<file path="src/rtl/alu5_seq_ctrl.sv">
// Command sequencer driving one shared add/sub datapath: ADD/SUB/LT/ABS/MUL with valid/ready on both sides.
// Latency 2 (neg ABS 3, MUL 6) cycles from accept; one command in flight, response held until rsp_ready.
module alu5_seq_ctrl #(
    parameter int W     = 5,
    parameter int CNT_W = 8
) (
    input  logic             clk,
    input  logic             rst_n,
    input  logic             cmd_valid,
    output logic             cmd_ready,
    input  logic [2:0]       cmd_op,
    input  logic [W-1:0]     cmd_a,
    input  logic [W-1:0]     cmd_b,
    output logic             rsp_valid,
    input  logic             rsp_ready,
    output logic [W-1:0]     rsp_result,
    output logic             rsp_of,
    output logic             rsp_lt,
    output logic             rsp_err,
    output logic             busy,
    output logic [CNT_W-1:0] op_count
);
    localparam int AW = 2 * W;
    localparam int IW = $clog2(W + 1);
    localparam logic [2:0] OP_ADD = 3'b000;
    localparam logic [2:0] OP_SUB = 3'b001;
    localparam logic [2:0] OP_ABS = 3'b010;
    localparam logic [2:0] OP_LT  = 3'b011;
    localparam logic [2:0] OP_MUL = 3'b100;
    localparam logic [W-1:0] MIN_NEG = {1'b1, {(W-1){1'b0}}};

    typedef enum logic [2:0] {S_IDLE, S_EXEC, S_FIX, S_MUL, S_RESP} state_t;

    state_t           r_state, w_next;
    logic [2:0]       r_op;
    logic [W-1:0]     r_a, r_b, r_sum;
    logic             r_sum_of;
    logic [AW-1:0]    r_acc;
    logic [IW-1:0]    r_i;
    logic             r_cmd_ready, r_rsp_valid;
    logic [W-1:0]     r_result;
    logic             r_of, r_lt, r_err;
    logic [CNT_W-1:0] r_cnt;

    logic [AW-1:0]    w_x, w_y, w_s, w_sh;
    logic             w_cin, w_of5, w_bit, w_last, w_mul_of, w_accept;
    logic [AW-W:0]    w_top;

    assign w_accept = cmd_valid && r_cmd_ready;
    assign w_sh     = {{W{r_a[W-1]}}, r_a} << r_i;
    assign w_bit    = r_b[r_i];
    assign w_last   = (r_i == IW'(W - 1));

    // Single adder; narrow ops ride zero-extended in the low W bits so bit W is their carry-out.
    always_comb begin
        w_x   = '0;
        w_y   = '0;
        w_cin = 1'b0;
        case (r_state)
            S_EXEC: begin
                w_x = {{(AW-W){1'b0}}, r_a};
                if (r_op == OP_SUB || r_op == OP_LT) begin
                    w_y   = {{(AW-W){1'b0}}, ~r_b};
                    w_cin = 1'b1;
                end else begin
                    w_y = {{(AW-W){1'b0}}, r_b};
                end
            end
            S_FIX: begin
                w_x   = {{(AW-W){1'b0}}, ~r_sum};
                w_cin = 1'b1;
            end
            S_MUL: begin
                w_x = r_acc;
                if (w_bit) begin
                    // The sign bit of B carries negative weight, so that partial product is subtracted.
                    if (w_last) begin
                        w_y   = ~w_sh;
                        w_cin = 1'b1;
                    end else begin
                        w_y = w_sh;
                    end
                end
            end
            default: ;
        endcase
        w_s = w_x + w_y + {{(AW-1){1'b0}}, w_cin};
    end

    assign w_of5    = w_x[W-1] ^ w_y[W-1] ^ w_s[W-1] ^ w_s[W];
    assign w_top    = w_s[AW-1:W-1];
    assign w_mul_of = ~((&w_top) | ~(|w_top));

    always_comb begin
        w_next = r_state;
        case (r_state)
            S_IDLE: if (w_accept) w_next = (cmd_op == OP_MUL) ? S_MUL : S_EXEC;
            S_EXEC: w_next = (r_op == OP_ABS && w_s[W-1]) ? S_FIX : S_RESP;
            S_FIX:  w_next = S_RESP;
            S_MUL:  if (w_last) w_next = S_RESP;
            S_RESP: if (rsp_ready) w_next = S_IDLE;
            default: w_next = S_IDLE;
        endcase
    end

    always_ff @(posedge clk or negedge rst_n) begin
        if (!rst_n) begin
            r_state     <= S_IDLE;
            r_op        <= '0;
            r_a         <= '0;
            r_b         <= '0;
            r_sum       <= '0;
            r_sum_of    <= 1'b0;
            r_acc       <= '0;
            r_i         <= '0;
            r_cmd_ready <= 1'b0;
            r_rsp_valid <= 1'b0;
            r_result    <= '0;
            r_of        <= 1'b0;
            r_lt        <= 1'b0;
            r_err       <= 1'b0;
            r_cnt       <= '0;
        end else begin
            r_state     <= w_next;
            r_cmd_ready <= (w_next == S_IDLE);
            r_rsp_valid <= (w_next == S_RESP);
            case (r_state)
                S_IDLE: begin
                    if (w_accept) begin
                        r_op  <= cmd_op;
                        r_a   <= cmd_a;
                        r_b   <= cmd_b;
                        r_acc <= '0;
                        r_i   <= '0;
                    end
                end
                S_EXEC: begin
                    r_sum    <= w_s[W-1:0];
                    r_sum_of <= w_of5;
                    r_result <= '0;
                    r_of     <= 1'b0;
                    r_lt     <= 1'b0;
                    r_err    <= 1'b0;
                    case (r_op)
                        OP_ADD, OP_SUB, OP_ABS: begin
                            r_result <= w_s[W-1:0];
                            r_of     <= w_of5;
                        end
                        OP_LT:   r_lt  <= w_s[W-1] ^ w_of5;
                        default: r_err <= 1'b1;
                    endcase
                end
                S_FIX: begin
                    r_result <= w_s[W-1:0];
                    r_of     <= r_sum_of | (r_sum == MIN_NEG);
                end
                S_MUL: begin
                    r_acc <= w_s;
                    r_i   <= r_i + 1'b1;
                    if (w_last) begin
                        r_result <= w_s[W-1:0];
                        r_of     <= w_mul_of;
                        r_lt     <= 1'b0;
                        r_err    <= 1'b0;
                    end
                end
                S_RESP: if (rsp_ready) r_cnt <= r_cnt + 1'b1;
                default: ;
            endcase
        end
    end

    assign cmd_ready  = r_cmd_ready;
    assign rsp_valid  = r_rsp_valid;
    assign rsp_result = r_result;
    assign rsp_of     = r_of;
    assign rsp_lt     = r_lt;
    assign rsp_err    = r_err;
    assign busy       = (r_state != S_IDLE);
    assign op_count   = r_cnt;
endmodule
</file>
<file path="config.mk">
export PLATFORM = sky130hd
export DESIGN_NAME = alu5_seq_ctrl
export DESIGN_NICKNAME = d
export VERILOG_FILES = /design/src/rtl/alu5_seq_ctrl.sv
export SDC_FILE = /design/constraint.sdc
export NUM_CORES = 1
export LEC_CHECK = 0
export CORE_MARGIN = 4
export CORE_UTILIZATION = 45
export DETAILED_ROUTE_END_ITERATION = 12
export PLACE_DENSITY = 0.66
export SYNTH_ARGS = -nofsm -noshare
export SYNTH_HDL_FRONTEND = slang
export SYNTH_SLANG_ARGS = --single-unit
</file>
<file path="constraint.sdc">
create_clock -name clk -period 11.2 [get_ports clk]
set_input_delay 2.24 -clock clk [delete_from_list [all_inputs] [get_ports clk]]
set_output_delay 2.24 -clock clk [all_outputs]
set_load 0.03 [all_outputs]
</file>
==> impl_metrics.csv, run 1 <==
group,metric,value,unit
status,status,"completed",
synth,ys_seq_area_share,39.2,%
cells_and_area,nNetsFinal,414,
clock_network,ctsHoldBuffers,0,
detailed_routing,wirelength,7.60,mm
detailed_routing,drt-pass1-iter-count,4,
floorplanning,initial_utilization,46.4,%
timing,setup-tns-final,0,ps
timing,slew_viol_final,0,
synth,synth_area,3380,sq um
timing,slew_headroom,10.5,%
floorplanning,core-area,7290,sq um
detailed_routing,vias,2696,
clock_network,cts-resized-gates,0,
floorplanning,rows,31,
place,hpwl,5.59,mm
grt,overflow,0,
critical_path,crit_type,"flop to flop",
run,drv_cap,0,
grt,grt_pass1_wl,12.9,mm
detailed_routing,wl_per_cell,15.7,um
timing,rsz0062_at_grt,"no",
synth,synth_common_cells,"53 x dfrtp_1, 40 x nand2_1, 33 x nor2_1",
pwr,ir_worst_vdd,0.150,mV
clock_network,cts_tree,"done",
clock_network,cts_root_buf,"clkbuf_8",
cells_and_area,antennaDiodeCount,0,
synth,synth_ff_type,"dfrtp_1",
critical_path,end_kind,"flop",
synth,synth.avg_cell_area,9.42,sq um
cells_and_area,multiInputGateArea,1930,sq um
critical_path,worstSetupStartpointType,"flop",
detailed_routing,ant_nets,0,
clock_network,cts_buffer_depth,2,
clock_network,cts_max_level,2,
critical_path,arrival,4460,ps
synth,synth-seq-cells,53,
grt,antenna_found_initial,0,
cells_and_area,drive_gt1_share,12.0,%
detailed_routing,drc,0,
timing,timing.hold.ws,485,ps
clock_network,numCtsBuffers,5,
timing,setup_viol,0,
critical_path,worstPathMaxFanout,15,
synth,synth_cell_types,67,
timing,hold_violations,0,
grt,grt_pass1_vias,2572,
synth,yosys_warnings,0,
critical_path,r2r_cells,14,
cells_and_area,num-fill-cells,709,
synth,synth_edf_count,0,
detailed_routing,via_per_inst,5.58,
clock_network,clock-sinks,53,
place,portBuffers,35,
clock_network,cts.clk_slew.worst_paths,100,ps
critical_path,critPathLaunch,"r_i[0]$_DFFE_PN0P_",
cells_and_area,seq_area,1330,sq um
synth,syn_nets,389,
timing,max_freq,235,MHz
floorplanning,fp.dieH,94.7,um
timing,tightestPinTransition,1340,ps
synth,synth_top_area_share,39.2,%
detailed_routing,drtIter0Drc,165,
synth,synthTopCellsByArea,"dfrtp_1 39%, mux2_2 6.7%, nand2_1 4.4%",
timing,fin_skew,8.81,ps
grt,grt_start_max_net_pins,54,
cells_and_area,synthToLayoutAreaGrowth,14.2,%
critical_path,endpoint,"rsp_of$_DFFE_PN0P_",
place,gp_congestion,0.886,
cells_and_area,final_util,53.0,%
min_path,hp-class,"flop to flop",
clock_network,post_cts_buffers,0,
pwr,p_per_area,218,nW/um^2
clock_network,insertion_delay,310,ps
timing,post-route-period-util,38.0,%
critical_path,cp.required,11400,ps
pwr,leakage,0.00162,uW
critical_path,r2r_end,"rsp_of$_DFFE_PN0P_",
floorplanning,die-area,8960,sq um
timing,min_period,4260,ps
floorplanning,io_pins,36,
grt,grt.total_usage,18.3,%
synth,syn_inst,359,
synth,yosysTopAreaCell,"dfrtp_1",
synth,async_reset_ff_share,100,%
critical_path,r2r_slack,6940,ps
floorplanning,die_w,94.7,um
synth,synth.most_common_cell,"dfrtp_1",
critical_path,regToRegStartpoint,"r_i[0]$_DFFE_PN0P_",
## state kept, by name (all words and copies together), names as in the netlist
signal / count
r_acc: 10
op_count: 8
r_a: 5
r_b: 5
r_sum: 5
rsp_result: 5
r_i: 3
r_op: 3
r_state: 3
cmd_ready: 1
r_sum_of: 1
rsp_err: 1
rsp_lt: 1
rsp_of: 1
rsp_valid: 1
## cell type report
cell class / instances / share of cell area (%)
tap: 99 / 3.21
sequential: 53 / 34.3
clock inverter: 2 / 0.356
inverter: 9 / 0.875
multi-input combinational: 277 / 49.9
clock buffer: 5 / 1.78
timing repair buffer: 38 / 9.52
## how the worst min path moves through the flow
| stage | startpoint | end | slack, ps | cells after the start |
|---|---|---|---|---|
| 2_1_floorplan | r_sum[1]$_DFFE_PN0P_ | r_sum[1]$_DFFE_PN0P_ | 470 | 2 |
| 3_3_place_gp | op_count[7]$_DFFE_PN0P_ | op_count[7]$_DFFE_PN0P_ | 460 | 1 |
| 3_5_place_dp | rsp_result[1]$_DFFE_PN0P_ | rsp_result[1]$_DFFE_PN0P_ | 470 | 2 |
| 4_1_cts | op_count[7]$_DFFE_PN0P_ | op_count[7]$_DFFE_PN0P_ | 490 | 1 |
| 5_1_grt | op_count[7]$_DFFE_PN0P_ | op_count[7]$_DFFE_PN0P_ | 520 | 1 |
| 6_report | op_count[7]$_DFFE_PN0P_ | op_count[7]$_DFFE_PN0P_ | 480 | 1 |
## worst max-delay path, cell delays in order, from the launching register on
cell	delay [ps]
dfrtp_1	650
mux4_2	580
mux2_2	280
nand2_1	210
o22ai_1	160
fa_1	480
inv_1	90
fa_1	210
and2b_1	210
o211ai_2	190
a21bo_2	170
a311oi_1	120
or4_1	530
mux2i_1	180
a21oi_1	90
## logic make-up (layout without fill, tap and decap cells)
kind of cell / count (synthesis) / count (layout) / share of synthesized area, %
adders and majority gates: 13 / 13 / 5.26
buffers and inverters: 29 / 54 / 3.81
DFF: 53 / 53 / 39.2
muxes: 28 / 28 / 9.47
and+or+nand+nor: 118 / 118 / 16.9
xor gates and xnor gates: 24 / 24 / 6.88
AOI/OAI and AO/OA: 94 / 94 / 18.4
## per-layer routing
metal / vias to the layer above / wire length [um] / global-route usage [%]
met5: - / 0 / 0
met4: 0 / 87 / 4.81
met3: 8 / 369 / 2.95
met2: 61 / 3470 / 28.1
met1: 1300 / 3670 / 26.8
li1: 1327 / - / -
## through the flow
| step | worst slack (ps) | instances | instance area, sq um | total power, uW |
|---|---|---|---|---|
| 2_1_floorplan | 7520 | 359 | 3380 | 608 |
| 3_3_place_gp | 7090 | 476 | 3780 | 735 |
| 3_5_place_dp | 6970 | 476 | 3780 | 736 |
| 4_1_cts | 6940 | 483 | 3860 | 847 |
| 5_1_grt | 6630 | 483 | 3860 | 909 |
| 6_report | 6940 | 483 | 3860 | 843 |
## where the power goes
part	switching (uW)	internal [uW]	leakage, uW
Sequential	73.5	248	0.000693
Clock	65.5	43.4	0.0000444
Combinational	226	186	0.000879
## cell usage in the layout, fill, tap and decap left out, types with 7 or more instances in the layout
cell,instances
a21oi_1,16
clkdlybuf4s50_1,34
dfrtp_1,53
ha_1,11
inv_1,9
mux2_2,20
nand2_1,40
nor2_1,32
o21ai_0,22
o22ai_1,17
xnor2_1,15
xor2_1,7
(Power assumes the default switching activity.)
==> run 2, diff against run 1 <==
- clock period: 11.2 -> 4.3 ns (I/O delays scaled with it)
==> impl_metrics.csv, run 2 (synthesis results as in run 1) <==
group,metric,value,unit
detailed_routing,vias,2809,
cells_and_area,largest_reg_flops,10,
min_path,hold_depth,1,
critical_path,end_kind,"flop",
timing,max_freq,254,MHz
detailed_routing,via_per_inst,5.69,
grt,antenna_found_initial,0,
grt,grt_start_max_net_pins,54,
detailed_routing,drt-pass1-iter-count,7,
run,drv_cap,0,
clock_network,insertion_delay,310,ps
floorplanning,fp.dieH,94.7,um
critical_path,cp.required,4490,ps
status,status,"completed",
timing,slew_viol_final,0,
grt,grt.total_usage,19.4,%
timing,setup_viol,0,
pwr,total_power,2280,uW
clock_network,cts.clk_slew.worst_paths,100,ps
critical_path,worstPathMaxFanout,8,
detailed_routing,ant_nets,0,
pwr,power.share.clock,13.9,%
detailed_routing,wl_per_cell,16.5,um
timing,tightestPinTransition,748,ps
pwr,p_seq_share,35.6,%
critical_path,regToRegStartpoint,"r_i[0]$_DFFE_PN0P_",
timing,slew_headroom,50.2,%
timing,hold_violations,0,
grt,grt_pass1_vias,2719,
cells_and_area,antennaDiodeCount,0,
min_path,hp-class,"flop to flop",
floorplanning,die-area,8960,sq um
critical_path,r2r_slack,360,ps
clock_network,numCtsBuffers,5,
pwr,leakage,0.00168,uW
place,gp_congestion,0.918,
pwr,p_comb_share,50.4,%
cells_and_area,top_register,"r_acc",
cells_and_area,layout_common_cells,"52 x dfrtp_1, 40 x nand2_1, 34 x clkdlybuf4s50_1, 32 x nor2_1, 22 x o21ai_0",
cells_and_area,nNetsFinal,424,
timing,fin_skew,4.26,ps
floorplanning,io_pins,36,
cells_and_area,drive_gt1_share,14.9,%
grt,grt_pass1_wl,13.6,mm
place,hpwl,6.10,mm
detailed_routing,wirelength,8.14,mm
timing,setup-tns-final,0,ps
clock_network,clock-sinks,53,
pwr,ir_worst_vdd,0.333,mV
timing,rsz0062_at_grt,"no",
critical_path,crit_type,"flop to flop",
detailed_routing,drtIter0Drc,283,
cells_and_area,final_common_cell,"dfrtp_1",
critical_path,worstSetupStartpointType,"flop",
grt,overflow,0,
cells_and_area,synthToLayoutAreaGrowth,17.3,%
pwr,p_sw_share,42.6,%
place,portBuffers,35,
min_path,hp-start,"op_count[7]$_DFFE_PN0P_",
critical_path,r2r_cells,14,
floorplanning,rows,31,
clock_network,cts_buffer_depth,2,
clock_network,cts_root_buf,"clkbuf_8",
critical_path,arrival,4130,ps
clock_network,post_cts_buffers,0,
pwr,p_per_area,575,nW/um^2
detailed_routing,drc,0,
pwr,p_sw,972,uW
timing,post-route-period-util,91.7,%
timing,min_period,3940,ps
clock_network,cts_max_level,2,
min_path,min_delay_worst_endpoint,"op_count[7]$_DFFE_PN0P_",
floorplanning,core-area,7290,sq um
floorplanning,die_w,94.7,um
critical_path,r2r_end,"rsp_of$_DFFE_PN0P_",
clock_network,cts_tree,"done",
floorplanning,initial_utilization,46.4,%
pwr,internal_power,1310,uW
==> run 2: what timing repair did <==
item	4_1_cts	5_1_grt
gates resized for setup	0	2
endpoints found under the setup margin	0	1
endpoints found under the hold margin	0	0
hold buffers	0	0
==> run 2: critical path: stages, from the launching register on <==
cell and delay [ps]:
dfrtp_1 400, mux4_2 540, mux2_2 280, nand2_1 220, o22ai_1 160, fa_1 440, inv_1 90, fa_1 210
and2b_1 210, o211ai_2 200, a21bo_2 180, a311oi_1 120, or4_1 530, mux2i_1 150, a21oi_1 90
==> run 2: how the worst max path moves through the flow <==
stage,cells past startpoint,end,slack [ps],start
4_1_cts,15,rsp_of$_DFFE_PN0P_,310,r_i[0]$_DFFE_PN0P_
2_1_floorplan,17,rsp_of$_DFFE_PN0P_,620,r_i[1]$_DFFE_PN0P_
3_5_place_dp,15,rsp_of$_DFFE_PN0P_,360,r_i[0]$_DFFE_PN0P_
5_1_grt,14,rsp_of$_DFFE_PN0P_,90,r_i[0]$_DFFE_PN0P_
3_3_place_gp,14,rsp_of$_DFFE_PN0P_,470,r_i[1]$_DFFE_PN0P_
6_report,14,rsp_of$_DFFE_PN0P_,360,r_i[0]$_DFFE_PN0P_
==> run 2: power groups by stage <==
stage          clock (uW)  sequential [uW]  combinational (uW)
3_5_place_dp            0              820                1140
3_3_place_gp            0              819                1130
4_1_cts               326              811                1150
5_1_grt               344              837                1250
2_1_floorplan           0              863                 721
6_report              318              812                1150
==> run 2: metal layers <==
layer	up-vias	track usage, %	wire length [um]
li1	1354	-	-
met1	1343	28.2	3900
met2	99	30.7	3770
met3	13	2.31	362
met4	0	5.17	107
met5	-	0	0
==> run 2: area by class of cell <==
type                    count  area, sq um
fillers                   685         3330
clock inverters             1         8.76
inverters                   9         33.8
repair buffers             48          443
flip-flops and latches     53         1330
clock buffers               7         96.3
multi-input cells         277         1930
well taps                  99          124
==> run 2: per-stage QoR <==
| stage | instance area [sq um] | util [%] | std cells | hold WS, ps | setup WS, ps |
|---|---|---|---|---|---|
| after floorplan | 3380 | - | 359 | 466 | 616 |
| after global placement | 3850 | 52.9 | 486 | 462 | 467 |
| after detailed placement | 3850 | 52.9 | 486 | 472 | 361 |
| after CTS | 3960 | 54.3 | 494 | 495 | 308 |
| after global routing | 3970 | 54.4 | 494 | 505 | 89.1 |
| final | 3970 | 54.4 | 494 | 487 | 356 |
